`config.mk`:
```
export PLATFORM = sky130hd
export DESIGN_NAME = cmplx_accum_round
export DESIGN_NICKNAME = d
export VERILOG_FILES = /design/src/rtl/cmplx_accum_round_pkg.sv /design/src/rtl/cmplx_accum_round_round_sat.sv /design/src/rtl/cmplx_accum_round.sv
export SDC_FILE = /design/constraint.sdc
export NUM_CORES = 1
export LEC_CHECK = 0
export ABC_CLOCK_PERIOD_IN_PS = 3750
export BUFFER_PORTS_ARGS = -buffer_cell sky130_fd_sc_hd__buf_2
export CAP_MARGIN = 10
export CORE_ASPECT_RATIO = 1.75
export CORE_UTILIZATION = 40
export CTS_CLUSTER_DIAMETER = 60
export DETAILED_ROUTE_END_ITERATION = 10
export SYNTH_ARGS = -nofsm -noshare
export SYNTH_HDL_FRONTEND = slang
export SYNTH_SLANG_ARGS = --single-unit
export TNS_END_PERCENT = 50
```
`constraint.sdc`:
```
create_clock -name clk_i -period 3.75 [get_ports clk_i]
set_input_delay 0.1875 -clock clk_i [delete_from_list [all_inputs] [get_ports clk_i]]
set_output_delay 0.1875 -clock clk_i [all_outputs]
set_load 0.005 [all_outputs]
```
`src/rtl/cmplx_accum_round_pkg.sv`:
```
// cmplx_pkg: shared widths and types for the complex accumulate/round stage.
//   IN_W       - signed width of incoming I/Q products from the multiplier
//   OUT_W      - signed width of the rounded I/Q results
//   cplx_in_t  - packed I/Q pair at IN_W
//   cplx_out_t - packed I/Q pair at OUT_W
//   cplx_state_t - accumulator controller states
package cmplx_pkg;

  localparam int IN_W  = 37;
  localparam int OUT_W = 18;

  typedef struct packed {
    logic signed [IN_W-1:0] i;
    logic signed [IN_W-1:0] q;
  } cplx_in_t;

  typedef struct packed {
    logic signed [OUT_W-1:0] i;
    logic signed [OUT_W-1:0] q;
  } cplx_out_t;

  typedef enum logic [1:0] {
    ST_ACCUM = 2'd0,
    ST_ROUND = 2'd1,
    ST_HOLD  = 2'd2
  } cplx_state_t;

endpackage

```
`src/rtl/cmplx_accum_round_round_sat.sv`:
```
// round_sat: combinational round-half-up, arithmetic right shift and
// saturation of one accumulator channel.
//   acc_i  - signed accumulator value (ACC_W bits)
//   data_o - signed rounded/saturated result (OUT_W bits)
//   clip_o - high when the rounded value had to be clamped
module round_sat #(
  parameter int ACC_W = 41,
  parameter int SHIFT = 22,
  parameter int OUT_W = 18
) (
  input  logic signed [ACC_W-1:0] acc_i,
  output logic signed [OUT_W-1:0] data_o,
  output logic                    clip_o
);

  // One guard bit above the accumulator so adding the half-LSB cannot wrap.
  localparam logic signed [ACC_W:0]   HALF  = {{ACC_W{1'b0}}, 1'b1} << (SHIFT - 1);
  localparam logic signed [OUT_W-1:0] MAX_O = {1'b0, {(OUT_W-1){1'b1}}};
  localparam logic signed [OUT_W-1:0] MIN_O = {1'b1, {(OUT_W-1){1'b0}}};
  localparam logic signed [ACC_W:0]   MAX_W = {{(ACC_W+1-OUT_W){1'b0}}, MAX_O};
  localparam logic signed [ACC_W:0]   MIN_W = {{(ACC_W+1-OUT_W){1'b1}}, MIN_O};

  logic signed [ACC_W:0] sum;
  logic signed [ACC_W:0] shr;

  always_comb begin
    sum    = {acc_i[ACC_W-1], acc_i} + HALF;
    // Arithmetic shift floors toward -inf, which with +HALF gives round-half-up.
    shr    = sum >>> SHIFT;
    data_o = shr[OUT_W-1:0];
    clip_o = 1'b0;
    if (shr > MAX_W) begin
      data_o = MAX_O;
      clip_o = 1'b1;
    end else if (shr < MIN_W) begin
      data_o = MIN_O;
      clip_o = 1'b1;
    end
  end

endmodule

```
`src/rtl/cmplx_accum_round.sv`:
```
// cmplx_accum_round: accumulates ACC_LEN complex products per block, then
// rounds and saturates each channel to OUT_W bits and holds the result
// until the downstream stage takes it.
//   clk_i, srst_i        - clock (rising edge), async active-high reset
//   data_i_i, data_q_i   - signed I/Q products (IN_W)
//   valid_i / ready_o    - input handshake
//   data_i_o, data_q_o   - signed rounded block sums (OUT_W)
//   valid_o / ready_i    - output handshake
//   sat_o                - either channel clipped in the presented result
// IN_W/OUT_W are taken from cmplx_pkg so the packed I/Q types line up.
//
// state    | meaning
// ---------+-------------------------------------------------------------
// ST_ACCUM | accepting samples, summing into acc_*_q
// ST_ROUND | one cycle: register rounded/saturated sums and clip flag
// ST_HOLD  | result valid, waiting for ready_i; input stalled
module cmplx_accum_round
  import cmplx_pkg::*;
#(
  parameter int ACC_LEN = 16,
  parameter int ACC_W   = IN_W + $clog2(ACC_LEN),
  parameter int SHIFT   = 22
) (
  input  logic                    clk_i,
  input  logic                    srst_i,
  input  logic signed [IN_W-1:0]  data_i_i,
  input  logic signed [IN_W-1:0]  data_q_i,
  input  logic                    valid_i,
  output logic                    ready_o,
  output logic signed [OUT_W-1:0] data_i_o,
  output logic signed [OUT_W-1:0] data_q_o,
  output logic                    valid_o,
  input  logic                    ready_i,
  output logic                    sat_o
);

  localparam int              CNT_W = $clog2(ACC_LEN);
  localparam logic [CNT_W-1:0] LAST = CNT_W'(ACC_LEN - 1);

  cplx_state_t             state_q;
  logic [CNT_W-1:0]        cnt_q;
  logic signed [ACC_W-1:0] acc_i_q, acc_q_q;
  logic signed [ACC_W-1:0] acc_i_d, acc_q_d;
  logic                    ready_q, valid_q, sat_q;
  cplx_out_t               res_q;

  cplx_in_t                smp;
  logic signed [OUT_W-1:0] rnd_i, rnd_q;
  logic                    clip_i, clip_q;
  logic                    accept;

  assign smp    = '{i: data_i_i, q: data_q_i};
  assign accept = valid_i && ready_q;

  assign acc_i_d = acc_i_q + {{(ACC_W-IN_W){smp.i[IN_W-1]}}, smp.i};
  assign acc_q_d = acc_q_q + {{(ACC_W-IN_W){smp.q[IN_W-1]}}, smp.q};

  round_sat #(.ACC_W(ACC_W), .SHIFT(SHIFT), .OUT_W(OUT_W)) u_rs_i (
    .acc_i  (acc_i_q),
    .data_o (rnd_i),
    .clip_o (clip_i)
  );

  round_sat #(.ACC_W(ACC_W), .SHIFT(SHIFT), .OUT_W(OUT_W)) u_rs_q (
    .acc_i  (acc_q_q),
    .data_o (rnd_q),
    .clip_o (clip_q)
  );

  always_ff @(posedge clk_i or posedge srst_i) begin
    if (srst_i) begin
      state_q <= ST_ACCUM;
      cnt_q   <= '0;
      acc_i_q <= '0;
      acc_q_q <= '0;
      ready_q <= 1'b1;
      valid_q <= 1'b0;
      sat_q   <= 1'b0;
      res_q   <= '0;
    end else begin
      case (state_q)
        ST_ACCUM: begin
          if (accept) begin
            acc_i_q <= acc_i_d;
            acc_q_q <= acc_q_d;
            if (cnt_q == LAST) begin
              cnt_q   <= '0;
              ready_q <= 1'b0;
              state_q <= ST_ROUND;
            end else begin
              cnt_q <= cnt_q + 1'b1;
            end
          end
        end
        ST_ROUND: begin
          res_q   <= '{i: rnd_i, q: rnd_q};
          sat_q   <= clip_i | clip_q;
          valid_q <= 1'b1;
          state_q <= ST_HOLD;
        end
        ST_HOLD: begin
          if (ready_i) begin
            valid_q <= 1'b0;
            ready_q <= 1'b1;
            acc_i_q <= '0;
            acc_q_q <= '0;
            state_q <= ST_ACCUM;
          end
        end
        default: begin
          state_q <= ST_ACCUM;
          ready_q <= 1'b1;
          valid_q <= 1'b0;
        end
      endcase
    end
  end

  assign ready_o  = ready_q;
  assign valid_o  = valid_q;
  assign data_i_o = res_q.i;
  assign data_q_o = res_q.q;
  assign sat_o    = sat_q;

endmodule

```
=== After elaboration in Yosys (flattened, before gate mapping) ===
Cells that the tools add are included.

* Muxes and demuxes: 24
* Bitwise logic cells: 3
* Add/subtract/negate cells: 5
* Order comparisons: 4
* Equal/unequal tests: 6
* Reductions and logical operators: 8

{| class="wikitable"
|+ Operators with widths
! kind !! number
|-
| $pmux 41 s2 || 2
|-
| $mux 41 || 3
|-
| $add 41x23->42 const B || 2
|-
| $add 41x41->41 || 2
|-
| $mux 18 || 4
|-
| $gt 20x18->1 const B || 2
|-
| $lt 20x18->1 const B || 2
|-
| $mux 1 || 8
|-
| $mux 2 || 3
|-
| $ne 2x2->1 const B || 3
|-
| $pmux 1 s3 || 2
|-
| $pmux 2 s3 || 1
|-
| $reduce_and 3->1 || 2
|-
| $add 4x1->4 const B || 1
|-
| $eq 4x4->1 const B || 1
|-
| $mux 4 || 1
|-
| $reduce_and 2->1 || 2
|-
| $reduce_and 4->1 || 1
|-
| $eq 2x1->1 const B || 1
|-
| $eq 2x2->1 const B || 1
|-
| $logic_not 2->1 || 1
|-
| $not 1->1 || 2
|-
| $reduce_bool 2->1 || 1
|-
| $logic_and 1x1->1 || 1
|-
| $or 1x1->1 || 1
|}

* Bits in registers: 127
* Logic and storage cells: 59
* Input port bits: 78
* Output and inout port bits: 39

=== Logic depth before layout (Yosys ltp) ===
* Depth after elaboration: 5
* Depth in mapped cells: 12
* Gate-level depth less buffers: 12

=== By module ===
A second synthesis with hierarchy kept.

* Cell total of the unflattened synthesis: 1,224
* Area total of the unflattened synthesis: 10,500.1 um^2

{| class="wikitable"
|+ Modules (own cells, without submodules)
! module !! seq. area each (um^2) !! instances !! area an instance (um^2) !! cells an instance
|-
| cmplx_accum_round || 3,179.3 || 1 || 8,876.0 || 972
|-
| round_sat || 0.0 || 2 || 812.0 || 126
|}

=== Worst setup path after synthesis ===
OpenSTA, ideal clock, no wires.

* Kind: reg-to-reg
* Start: reg acc_q_q[0]
* End: reg acc_q_q[34]
* Arrival: 2,497 ps
* Slack: 1,132 ps
* Stages on the path, launching flop included: 13
* Buffers on the path: 0
* Data required time: 3,628 ps
* Setup time: 122 ps
* Period minus slack after synthesis: 2,618 ps
* Path through: dfrtp_1 -> ha_1 -> inv_1 -> fa_1 -> nor2b_1 -> o31ai_2 -> a2111oi_4 -> a21oi_2 -> a21o_1 -> a21o_1 -> a21o_1 -> a21o_1 -> a32o_1

* Cells in the longest elaborated chain, start to end: 3

{| class="wikitable"
|+ RTL lines
! what !! line !! text
|-
| start, declared || cmplx_accum_round.sv:42 || <nowiki>logic signed [ACC_W-1:0] acc_i_q, acc_q_q;</nowiki>
|-
| start signal, assigned || cmplx_accum_round.sv:85 || <nowiki>acc_q_q <= acc_q_d;</nowiki>
|-
| $add 41x41->41 || cmplx_accum_round.sv:56 || <nowiki>assign acc_q_d = acc_q_q + {{(ACC_W-IN_W){smp.q[IN_W-1]}}, smp.q};</nowiki>
|-
| $mux 41 || cmplx_accum_round.sv:83 || <nowiki>if (accept) begin</nowiki>
|-
| $pmux 41 s2 || cmplx_accum_round.sv:81 || <nowiki>case (state_q)</nowiki>
|}

Every way passes these cells. The select of a mux whose other input is x is not followed.
A chain may end at the register's enable or synchronous reset.

=== Worst setup path in the final report ===
* Start: reg acc_q_q[7]
* End: reg acc_q_q[35]

The elaborated chain is that of the path after synthesis.

==> results by group <==
Floorplan
  • Core area: 24,600 um2
  • Die width: between 100 and 150 um
  • Initial core utilization: 40.7%
  • IO Count: 117
  • Row count: between 70 and 80
  • Die ar.: between 20,000 and 30,000 um2
  • Die Ht: 211 um

Placed design
  • Port Buf Inserts: 116
  • HPWL Detailed: 21,000 um
  • Inst Count DP: roughly 1,600
  • DP Worst Slack: 0.830 ns
  • Area after DPL: roughly 11,000 um2
  • Gpl congestion: 0.882

Worst setup path
  • CP delay by family, top: compound AO/OA/AOI/OAI gates
  • Critical path buffers and inverters: 0
  • Critical-path cell list: ha_1 > o21ai_1 > a21oi_1 > a21oi_1 > a21oi_1 > a41oi_2 > o311ai_2 > a31oi_1 > xor2_1 > o21ai_1
  • Worst reg2reg endpoint: acc_q_q[35]
  • Req. time, crit path: 4.11 ns
  • Largest fanout on the critical path: 7
  • Crit path kind: reg -> reg
  • Critical Path End Type: register
  • Most frequent cell on the critical path: a21oi_1
  • Worst path max stage delay: 0.47 ns
  • Slowest library cell on the worst path: o311ai_2
  • R2r startpoint: acc_q_q[7]
  • Data arrival, critical path: between 3 and 4 ns
  • Reg-to-reg slack, setup: 0.84 ns
  • Critical path launch point type: register
  • R2R depth: 10
  • Crit. Startpoint: acc_q_q[7]

Worst hold path
  • Hold Path Depth: 4
  • Worst min path class: in -> reg
  • Critical hold path startpoint: ready_i
  • Hold EP: state_q[1]

Power
  • Switching share of total power: 46.2%
  • Flop pwr share: between 20% and 30%
  • VDD IR-drop max: 0.000443 V
  • Clock share of power: 16.0%
  • Comb pwr share: 58.6%
  • Pint: 0.00565 W
  • P_sw: a little under 0.005 W
  • LEAKAGE: 5.45 nW
  • Power density cells: roughly 920 nW/um2

Timing
  • Fin crit share: 77.7%
  • Fmax: approximately 0.34 GHz
  • Finish-stage setup viols: 0
  • Slew Viols, Final: 0
  • Final Hold Violating Endpoints: 0
  • Clock skew: 0.0125 ns
  • Fin Setup TNS: 0 ns
  • Min cycle time layout: 2.91 ns
  • RSZ-0062 raised after global routing: no
  • Rel. slew slack: between 40% and 50%
  • Worst Tran Pin Value: 0.849 ns
  • Final WS setup: around 0.84 ns

Clock tree
  • Clk slew on worst S/H paths: 0.06 ns
  • CTS HTree Levels: 4
  • Worst-Skew Late Latency: 0.46 ns
  • Total CTS buffers: 17
  • Number of buffers added for setup after CTS: 0
  • Clock Sinks: 127
  • CTS tree: done
  • Max Buffers Root-to-Sink: 2
  • Clk Tree Root Cell: clkbuf_16

Global routing
  • Vias in the first global route: 9,292
  • GRT Total Usage: a little under a quarter
  • Grt ovf: 0
  • Initial antenna violation count: 0
  • Largest net degree at the start of global routing: 53
  • First-pass GRT wire length: 45,400 um

Yosys
  • Post-Syn Nets: 1,379
  • Syn. warnings: 0
  • Synth area leader: dfrtp_1
  • Post-Syn Area per Cell: 8.24 um2
  • Post-synth ARST share: 100%
  • Synth Register Bits: 127
  • Main flop type after synthesis: dfrtp_1
  • Syn Inst Count: 1,216
  • Post-synth top area share: 31.5%
  • Post-synthesis sequential area ratio: 31.7%
  • Post-Syn Area: 10,000 um2
  • Synth area leaders: dfrtp_1 (31%), ha_1 (10%), nand2_1 (6.4%)
  • Unique masters post-synth: 68
  • Post-synth EDFFs: 0

Drt
  • Via count: between 9,000 and 10,000
  • DRC errors left: 0
  • Routed wire length per instance: 17.0 um
  • Post-DRT Antenna Nets: 0
  • DRT iter0 DRCs: 322
  • Total routed wirelength: 27,700 um
  • Drt via density: 5.55
  • Drt pass-1 iters: 4

Layout
  • Final Cell Area: 11,500 um2
  • Area delta synth->final: 14.6%
  • Multi-input gate area: 6520 um2
  • Post-route insts no fill: 1,632
  • Layout fillers: approximately 2,500
  • Layout net count: 1,470
  • Reg area: 3180 um2
  • Number of diodes: 0
  • Share of layout cells above drive strength 1: 14.0%

Flow run
  • Max-cap viol count: 0

Outcome
  • Outcome: completed
## power groups by stage
stage	registers, W	logic [W]	clock network, W
after floorplan	0.00249	0.00475	0
after global placement	0.00269	0.00610	0
after detailed placement	0.00271	0.00615	0
after CTS	0.00269	0.00619	0.00172
after global routing	0.00277	0.00697	0.00177
final	0.00267	0.00616	0.00168
## kinds of logic after synthesis
kind of cell | after synthesis | share of synthesized area, %
buffers and inverters | 89 | 3.42
adders and majority gates | 85 | 10.8
muxes | 6 | 0.624
AOI/OAI and AO/OA | 436 | 27.5
and+or+nand+nor | 381 | 18.0
xor gates and xnor gates | 92 | 8.04
DFF | 127 | 31.7
## stage by stage
stage / hold WS, ns / utilization (%) / power, W
floorplan: 0.313 / - / 0.00725
global placement: 0.319 / 44.2 / 0.00879
detailed placement: 0.324 / 44.2 / 0.00887
CTS: 0.0177 / 46.6 / 0.0106
global route: 0.0929 / 46.6 / 0.0115
finish: 0.0430 / 46.6 / 0.0105
## synthesized netlist by cell type (all sizes together) (11+ instances only)
master and n:
a31oi 14, a21oi 112, nand2 172, xnor2 50, inv 34, xor2 42
o211ai 19, ha 83, a21o 55, nor3 11, and3 25, nand3 43
nor2 55, nand4 13, clkbuf 50, o21ai 153, dfrtp 126, nand2b 16
## registers in the layout, indices dropped and copies added, names as in the netlist
name,cells
acc_q_q,41
acc_i_q,41
valid_o,1
cnt_q,4
data_q_o,18
data_i_o,18
ready_o,1
sat_o,1
state_q,2
## how the worst max path moves through the flow
stage,cells after the start,to,slack (ns)
2_1_floorplan,1,acc_i_q[0],0.18
3_3_place_gp,12,acc_q_q[22],0.89
3_5_place_dp,12,acc_q_q[22],0.83
4_1_cts,12,acc_q_q[22],0.83
5_1_grt,12,acc_q_q[26],0.55
6_report,10,acc_q_q[35],0.84
## layout by cell type, fill, tap and decap left out, drive strengths merged, types with 10 or more instances in the layout
cell,synthesis,layout
clkbuf,50,19
xnor2,50,50
ha,83,83
a31oi,14,14
dfrtp,126,126
a21oi,112,112
a21o,55,55
o211ai,19,19
and3,25,25
nor3,11,11
nand2,172,172
nand3,43,43
buf,5,126
o21ai,153,153
nand2b,16,16
nor2,55,55
xor2,42,42
inv,34,36
or3,10,10
nand4,13,13
## area by class of cell
class	instances	share of cell area, %
Multi-Input combinational cell	1000	56.8
Sequential cell	127	27.7
Timing Repair Buffer	127	5.91
Clock buffer	19	3.86
Tap cell	312	3.40
Clock inverter	13	1.21
Inverter	34	1.13
## worst register-to-register path: stages, from the launching register on
cell and delay [ns]:
dfrtp_1 0.38, ha_1 0.41, o21ai_1 0.09, a21oi_1 0.24, a21oi_1 0.13, a21oi_1 0.35, a41oi_2 0.33, o311ai_2 0.47
a31oi_1 0.16, xor2_1 0.16, o21ai_1 0.12
## metal layers
layer | share of wire (%) | global-route usage, % | wire (um) | vias to the layer above
met5 | 0 | 0 | 0 | -
met4 | 4.4 | 12.9 | 1220 | 0
met1 | 37 | 22.1 | 10200 | 4256
met3 | 2.4 | 3.72 | 665 | 73
met2 | 56 | 44.3 | 15600 | 143
li1 | - | - | - | 4587
## what timing repair did
item	in CTS	in global routing
hold buffers	1	0
hold endpoints to repair	41	0
gates resized for setup	0	0
Note: power is estimated with default switching activity, not from simulation.
